File: src/rtl/gray2bin_stream.sv
// Streaming Gray-to-binary decoder with a valid/ready handshake and a pipeline of
// configurable depth. Adjacent accepted codes must differ in one bit; words that
// break this rule are flagged and counted.
module gray2bin_stream #(
    parameter int unsigned p_DATA_WIDTH   = 32,
    parameter int unsigned p_STAGES       = 2,
    parameter int unsigned p_ALLOW_REPEAT = 1,
    parameter int unsigned p_CNT_WIDTH    = 16
) (
    input  logic                    i_clk,
    input  logic                    i_rst_n,
    input  logic [p_DATA_WIDTH-1:0] i_gray,
    input  logic                    i_valid,
    output logic                    o_ready,
    output logic [p_DATA_WIDTH-1:0] o_bin,
    output logic                    o_valid,
    input  logic                    i_ready,
    output logic                    o_seq_err,
    output logic [p_CNT_WIDTH-1:0]  o_err_cnt,
    input  logic                    i_err_clr
);

    localparam int unsigned W     = p_DATA_WIDTH;
    localparam int unsigned S     = p_STAGES;
    localparam int unsigned CW    = p_CNT_WIDTH;
    // Bits decoded per stage, taken from the MSB downwards.
    localparam int unsigned CHUNK = (W + S - 1) / S;

    // Decode the bits owned by one slice; bits above it are already binary.
    function automatic logic [W-1:0] decode_slice(input logic [W-1:0] word, input int slice);
        logic [W-1:0] res;
        res = word;
        for (int i = int'(W) - 2; i >= 0; i--) begin
            if (((int'(W) - 1 - i) / int'(CHUNK)) == slice) begin
                res[i] = res[i+1] ^ word[i];
            end
        end
        return res;
    endfunction

    // Number of set bits in a word.
    function automatic int unsigned popcount(input logic [W-1:0] word);
        int unsigned n;
        n = 0;
        for (int i = 0; i < int'(W); i++) begin
            n = n + 32'(word[i]);
        end
        return n;
    endfunction

    logic [W-1:0]  st_data [S];
    logic [S-1:0]  st_vld;
    logic [S-1:0]  st_err;
    logic [S-1:0]  load;
    logic          tail_full;
    logic          accept;
    logic          seq_err;
    logic [W-1:0]  gray_diff;
    int unsigned   diff_ones;
    logic [W-1:0]  prev_gray;
    logic          prev_valid;

    // A stage may load when it, or any stage after it, is empty, or when the sink is taking a word.
    always_comb begin
        load      = '0;
        tail_full = 1'b1;
        for (int k = 0; k < int'(S); k++) begin
            tail_full = 1'b1;
            for (int j = k; j < int'(S); j++) begin
                tail_full = tail_full & st_vld[j];
            end
            load[k] = i_ready | ~tail_full;
        end
    end

    // Adjacency check of the incoming code against the last accepted code.
    always_comb begin
        gray_diff = i_gray ^ prev_gray;
        diff_ones = popcount(gray_diff);
        seq_err   = prev_valid &&
                    ((diff_ones > 1) || ((p_ALLOW_REPEAT == 0) && (diff_ones == 0)));
    end

    assign o_ready   = load[0];
    assign accept    = i_valid & o_ready;
    assign o_bin     = st_data[S-1];
    assign o_valid   = st_vld[S-1];
    assign o_seq_err = st_err[S-1];

    // Pipeline registers: each stage decodes its slice on the way in; empty stages collapse.
    always_ff @(posedge i_clk or negedge i_rst_n) begin
        if (!i_rst_n) begin
            st_vld <= '0;
            st_err <= '0;
            for (int k = 0; k < int'(S); k++) begin
                st_data[k] <= '0;
            end
        end else begin
            if (load[0]) begin
                st_data[0] <= decode_slice(i_gray, 0);
                st_vld[0]  <= accept;
                st_err[0]  <= accept & seq_err;
            end
            for (int k = 1; k < int'(S); k++) begin
                if (load[k]) begin
                    st_data[k] <= decode_slice(st_data[k-1], k);
                    st_vld[k]  <= st_vld[k-1];
                    st_err[k]  <= st_err[k-1];
                end
            end
        end
    end

    // Last accepted code, tracked for every accepted word including flagged ones.
    always_ff @(posedge i_clk or negedge i_rst_n) begin
        if (!i_rst_n) begin
            prev_gray  <= '0;
            prev_valid <= 1'b0;
        end else if (accept) begin
            prev_gray  <= i_gray;
            prev_valid <= 1'b1;
        end
    end

    // Saturating error counter; clear wins over a same-cycle increment.
    always_ff @(posedge i_clk or negedge i_rst_n) begin
        if (!i_rst_n) begin
            o_err_cnt <= '0;
        end else if (i_err_clr) begin
            o_err_cnt <= '0;
        end else if (accept && seq_err && (o_err_cnt != '1)) begin
            o_err_cnt <= o_err_cnt + CW'(1);
        end
    end

endmodule
File: config.mk
export PLATFORM = sky130hd
export DESIGN_NAME = gray2bin_stream
export DESIGN_NICKNAME = d
export VERILOG_FILES = /design/src/rtl/gray2bin_stream.sv
export SDC_FILE = /design/constraint.sdc
export NUM_CORES = 1
export LEC_CHECK = 0
export ABC_AREA = 1
export CORE_UTILIZATION = 60
export CTS_BUF_LIST = sky130_fd_sc_hd__clkbuf_8
export CTS_CLUSTER_SIZE = 30
export DETAILED_ROUTE_END_ITERATION = 7
export PLACE_DENSITY = 0.92
export SLEW_MARGIN = 20
export SYNTH_ARGS = -nofsm -noshare
export SYNTH_HDL_FRONTEND = slang
export SYNTH_SLANG_ARGS = --single-unit
export TNS_END_PERCENT = 30
File: constraint.sdc
create_clock -name i_clk -period 10.3 [get_ports i_clk]
set_clock_uncertainty 0.15 [all_clocks]
set_input_delay 1.03 -clock i_clk [delete_from_list [all_inputs] [get_ports i_clk]]
set_output_delay 1.03 -clock i_clk [all_outputs]
set_load 0.01 [all_outputs]
==> results.cfg, run 1 <==
[floorplan]
die_area_um2 = 11200
io_pins = 88
row_count = 37
die-height_um = 106
start_util_pct = 62.4
core_um2 = 10400
die_w_um = 106

[final_layout]
nFillCells = 662
seq_area_um2 = 2930
multiInputGateArea_um2 = 2860
diodes = 0
layout_commonest_cell = nand2_1
drive_gt1_share_pct = 10.7
area_growth_pct = 17.4
final_cell_mix = nand2_1 (150), dfrtp_1 (117), inv_1 (97)
nNetsFinal = 861

[clock_network]
clockBufferDepth = 2
post-cts-setup-buffers = 0
cts_buffers = 17
cts_resized = 0
clk_latency_ns = 0.44
clk_root_buffer_cell = clkbuf_8
h-tree-depth = 4
holdBufCountCts = 0
cts_tree = done
path_clk_slew_ns = 0.07
cts_num_sinks = 117

[synth]
synth_top_family_by_area = simple AND/OR/NAND/NOR gates
synth_seq_cells = 117
synth_fa_ha_area_share_pct = 8.98
synth-xor-area-share_pct = 4.33
synth_simple_gate_area_share_pct = 21.8
syn_area_per_cell_um2 = 8.80
syn_nets = 804
syn-instance-count = 735
netlist_area_um2 = 6470
synth_compound_area_share_pct = 9.00
synth-seq-area-share_pct = 45.3
ys_types = 29
yosys_warnings = 0
synth_mux_area_share_pct = 0

[sta]
rsz0062_at_grt = false
tns_ns = 0
worst_pin_slew_ns = 0.939
max_slew_margin_pct = 37.3
setup_violations = 0
post-route-worst-setup-slack_ns = 3.26
min_period_ns = 7.04
fmax_mhz = 142
post-route-period-util_pct = 68.4
finalHoldViolCount = 0
drv_slew = 0

[power_and_ir_drop]
power_density_nw_per_um2 = 304
ir_drop_mv = 0.343
leakage_uw = 0.00358

[worst_setup_path]
end_kind = flop
critPathArrivalTime_ns = 7.23
startpoint_type = input port
required_ns = 10.48
critPathKind = in2reg
crit_fanout = 7

[grt]
globalRouteTotalUtil_pct = 30.0
grt_antenna_before_repair = 0
grt_pass1_wl_um = 25800
grt_overflow_total = 0
grt_pass1_vias = 5598
grt_max_degree = 65

[route]
finalWirelength_um = 15400
ant_nets = 0
dr.pass1.iters = 5
vias = 5403
route.detailed.drc = 0
drtIter0Drc = 394
vias_per_cell = 5.75
wl_per_cell_um = 16.4

[run]
cap_violations = 0

[placement]
gp_congestion = 0.979
pre_cts_ws_ns = 2.89
hpwl_um = 10700
io_buffers = 87

[status]
outcome = finished, final reports clean

[worst_hold_path]
min-delay-path-class = reg2reg
## synth_stat cells
cell type	n	area share, %
fa_1	24	7.4
inv_2	2	0.12
or2_2	1	0.097
a31oi_1	22	2.1
a211oi_1	2	0.23
o21ai_0	71	5.5
nor2_1	36	2.1
nand3b_2	1	0.17
ha_1	8	1.5
xnor2_1	14	1.9
a2bb2oi_1	1	0.14
xor2_1	18	2.4
nand2_1	150	8.7
buf_1	1	0.058
nand4_1	4	0.39
o31ai_1	1	0.12
a221oi_1	1	0.14
nor4_1	1	0.097
buf_2	1	0.077
nand3_1	49	3.8
a21oi_1	8	0.62
nor3_1	8	0.62
a211o_1	1	0.14
nand3_2	23	3.6
dfrtp_1	117	45
buf_4	32	3.7
nand2_2	24	2.3
clkbuf_1	19	1.1
inv_1	95	5.5
## per-stage QoR
step	cells	hold slack (ns)	power, uW	instance area (um^2)	util (%)
floorplan	735	0.273	1540	6470	-
global placement	909	0.287	1740	7220	69.6
detailed placement	909	0.298	1880	7220	69.6
CTS	939	0.315	2290	7590	73.2
global route	939	0.353	2520	7590	73.2
finish	939	0.311	2310	7590	73.2
## metal layers
metal	global-route usage (%)	up-vias	routed length, um
met1	34.7	2565	5760
met5	0	-	0
met3	7.73	91	1140
met4	18.5	0	827
met2	49.8	309	7690
li1	-	2438	-
## worst max-delay path, cell delays in order
cell and delay [ns]:
clkdlybuf4s50_1 0.49, xor2_1 0.21, fa_1 0.53, inv_1 0.06
fa_1 0.51, inv_1 0.05, fa_1 0.47, fa_1 0.56
inv_1 0.07, fa_1 0.52, fa_1 0.50, inv_1 0.07
ha_1 0.19, inv_1 0.07, fa_1 0.38, nor2_1 0.13
nor3_1 0.06, nand4_1 0.09, nand3_1 0.10, inv_1 0.08
nand2_1 0.13, nor2_1 0.40, nand4_1 0.23, o31ai_1 0.25
nor2_1 0.06
## state kept, by name, indices dropped and copies added (netlist names)
| register | cells |
|---|---|
| o_bin | 32 |
| o_err_cnt | 16 |
| st_data | 32 |
| st_err | 2 |
| prev_gray | 32 |
| prev_valid | 1 |
| st_vld | 2 |
## final cells by class
type,count,area share [%]
clock buffer,19,3.44
multi-input combinational,468,37.7
sequential,117,38.6
tap,136,2.24
timing repair buffer,91,11.8
clock inverter,11,1.48
inverter,97,4.79
## power breakdown
| group | total (uW) | switching, uW | internal, uW | leakage (uW) |
|---|---|---|---|---|
| combinational | 1330 | 763 | 563 | 0.00196 |
| sequential | 581 | 49.9 | 531 | 0.00143 |
| clock | 402 | 181 | 221 | 0.000188 |
## worst paths after layout
check	start	to	slack, ns	cells after the start
setup / recovery	i_gray[13]	o_err_cnt[14]$_DFFE_PN0P_	3.26	25
hold / removal	st_vld[0]$_DFFE_PN0N_	st_vld[1]$_DFFE_PN0P_	0.31	2
setup reg to reg	prev_gray[13]$_DFFE_PN0P_	o_err_cnt[14]$_DFFE_PN0P_	3.94	24
hold reg to reg	st_vld[0]$_DFFE_PN0N_	st_vld[1]$_DFFE_PN0P_	0.31	2
max in group asynchronous	i_rst_n	prev_gray[2]$_DFFE_PN0P_	8.31	2
min in group asynchronous	i_rst_n	st_data[53]$_DFFE_PN0N_	0.48	1
## cells by family (layout without fill, tap and decap cells)
logic type | Yosys count | count (layout)
XOR/XNOR | 32 | 32
flip-flops | 117 | 117
AO/OA/AOI/OAI | 107 | 107
AND/OR/NAND/NOR | 297 | 297
adder cells (fa/ha/maj) | 32 | 32
buffers and inverters | 150 | 218
(Power assumes the default switching activity.)
==> run 2, diff against run 1 <==
Settings changed: CORE_UTILIZATION 60 to 52, PLACE_DENSITY 0.92 to 0.85.
Clock period 10.3 ns to 6.1 ns, I/O delays scaled along.
==> run 2 against run 1 <==
Compared with the run above:
- sequential power is 68% higher
- die area rose by 15%
- flip-flop and latch count unchanged
- clock power increased by 91%
- final area rose by 5.9%
- power is 85% higher
- hold slack got worse by 0.21 ns
- critical path type is now reg2reg
- critical endpoint is now o_err_cnt[7]$_DFFE_PN0P_
==> results.cfg, run 2 (same netlist as run 1, synthesis figures left out) <==
[sta]
worst_pin_slew_ns = 0.932
drv_slew = 0
setup_violations = 0
min_period_ns = 5.99
finalHoldViolCount = 0
tns_ns = 0
max_slew_margin_pct = 37.8
fmax_mhz = 167
rsz0062_at_grt = true
post-route-period-util_pct = 98.2

[grt]
grt_antenna_before_repair = 1
globalRouteTotalUtil_pct = 23.9
grt_pass1_wl_um = 23800
grt_max_degree = 65
grt_pass1_vias = 4964
grt_overflow_total = 0

[status]
outcome = finished, final reports clean

[final_layout]
fin_area_um2 = 8040
nFillCells = 891
drive_gt1_share_pct = 17.0
seq_area_um2 = 2930
nNetsFinal = 885
area_growth_pct = 24.4
layout_commonest_cell = nand2_1
multiInputGateArea_um2 = 3010
diodes = 0
final_cell_mix = nand2_1 (148), dfrtp_1 (117), inv_1 (91)

[worst_setup_path]
reg2reg_slack_ns = 0.11
cp-startpoint = prev_gray[17]$_DFFE_PN0P_
end_kind = flop
crit_fanout = 4
cp-endpoint = o_err_cnt[7]$_DFFE_PN0P_
startpoint_type = flop
required_ns = 6.26
critPathKind = reg2reg
critPathArrivalTime_ns = 6.15
r2r-start = prev_gray[17]$_DFFE_PN0P_
reg2regPathDepth = 26
r2r_end = o_err_cnt[7]$_DFFE_PN0P_

[run]
cap_violations = 0

[clock_network]
path_clk_slew_ns = 0.07
cts_num_sinks = 117
clk_latency_ns = 0.44
holdBufCountCts = 0
cts_buffers = 17
h-tree-depth = 4
clockBufferDepth = 2
clk_root_buffer_cell = clkbuf_8
cts_tree = done

[power_and_ir_drop]
power_density_nw_per_um2 = 532
p_total_uw = 4280
leakage_uw = 0.00388
ir_drop_mv = 0.577

[floorplan]
io_pins = 88
start_util_pct = 53.6
row_count = 40
core_um2 = 12100
die-height_um = 114
die_w_um = 114
die_area_um2 = 12900

[route]
highest_layer = met5
ant_nets = 0
route.detailed.drc = 0
route.layer.met1.wl_um = 6150
wl_met3_um = 870
dr.pass1.iters = 5
drtIter0Drc = 354
dr_wl_met2_um = 7140
vias_per_cell = 5.22
finalWirelength_um = 14500
vias = 5198
wl_per_cell_um = 14.5

[placement]
gp_congestion = 0.897
hpwl_um = 9950
place_area_um2 = 7400
io_buffers = 87

[worst_hold_path]
min-delay-path-class = in2async
-- run 2: changes by cell type in the layout (fill, tap and decap cells not counted), moves of 6 or more --
cell             before  now
xnor2_2               0    6
inv_1                97   91
clkdlybuf4s50_1      86   71
xnor2_1              14    8
dlymetal6s2s_1        0   10
buf_4                 5   28
-- run 2: stage by stage --
step	hold slack, ns	utilization [%]	instances	setup WS (ns)
final	0.0972	66.7	996	0.107
after global routing	0.152	66.7	996	-0.0457
after detailed placement	0.301	61.4	960	-0.664
after floorplan	0.164	-	735	0.157
after global placement	0.295	61.4	960	-0.497
after CTS	0.124	65.0	993	0.0120
-- run 2: final cells by class --
| cell class | instances | share of cell area, % |
|---|---|---|
| sequential | 117 | 36.4 |
| clock buffer | 19 | 3.25 |
| tap | 168 | 2.61 |
| timing repair buffer | 115 | 13.7 |
| inverter | 97 | 4.56 |
| multi-input combinational | 468 | 37.5 |
| clock inverter | 12 | 2.01 |
-- run 2: worst max-delay path, stage by stage (launching register included) --
cell and delay [ns]:
dfrtp_1 0.42, xor2_2 0.20, fa_1 0.57, inv_1 0.06, fa_1 0.45, fa_1 0.51, inv_2 0.04, fa_1 0.55
inv_2 0.05, fa_1 0.54, fa_1 0.41, inv_1 0.08, ha_2 0.20, inv_2 0.05, fa_2 0.36, a211o_1 0.28
nand2_1 0.07, nand4_1 0.09, nand3_2 0.11, inv_2 0.05, nand2_4 0.10, inv_4 0.05, buf_4 0.13, nand2_1 0.11
nor2_1 0.08, o21ai_1 0.12, a21oi_1 0.06
-- run 2: metal layers --
| metal | track usage, % | vias up |
|---|---|---|
| met3 | 5.95 | 30 |
| met2 | 38.9 | 190 |
| met5 | 0 | - |
| li1 | - | 2477 |
| met1 | 31.5 | 2499 |
| met4 | 8.16 | 2 |
-- run 2: repair_timing --
action	CTS	global route
resized for setup	10	46
endpoints found under the setup margin	7	15
pin swaps	5	24
endpoints found under the hold margin	0	0
buffers inserted	2	3
-- run 2: how the worst min path moves through the flow --
stage	end	slack (ns)	start	cells after the start
CTS	o_bin[3]$_DFFE_PN0P_	0.12	i_rst_n	1
global route	prev_gray[0]$_DFFE_PN0P_	0.15	i_rst_n	1
detailed placement	st_vld[1]$_DFFE_PN0P_	0.30	st_vld[0]$_DFFE_PN0N_	2
finish	prev_gray[0]$_DFFE_PN0P_	0.1	i_rst_n	1
global placement	st_vld[1]$_DFFE_PN0P_	0.30	st_vld[0]$_DFFE_PN0N_	2
floorplan	o_bin[0]$_DFFE_PN0P_	0.16	i_rst_n	0
-- run 2: power breakdown --
| group | switching (uW) | total, uW | internal (uW) |
|---|---|---|---|
| Combinational | 1380 | 2540 | 1150 |
| Sequential | 79.8 | 976 | 896 |
| Clock | 308 | 766 | 458 |
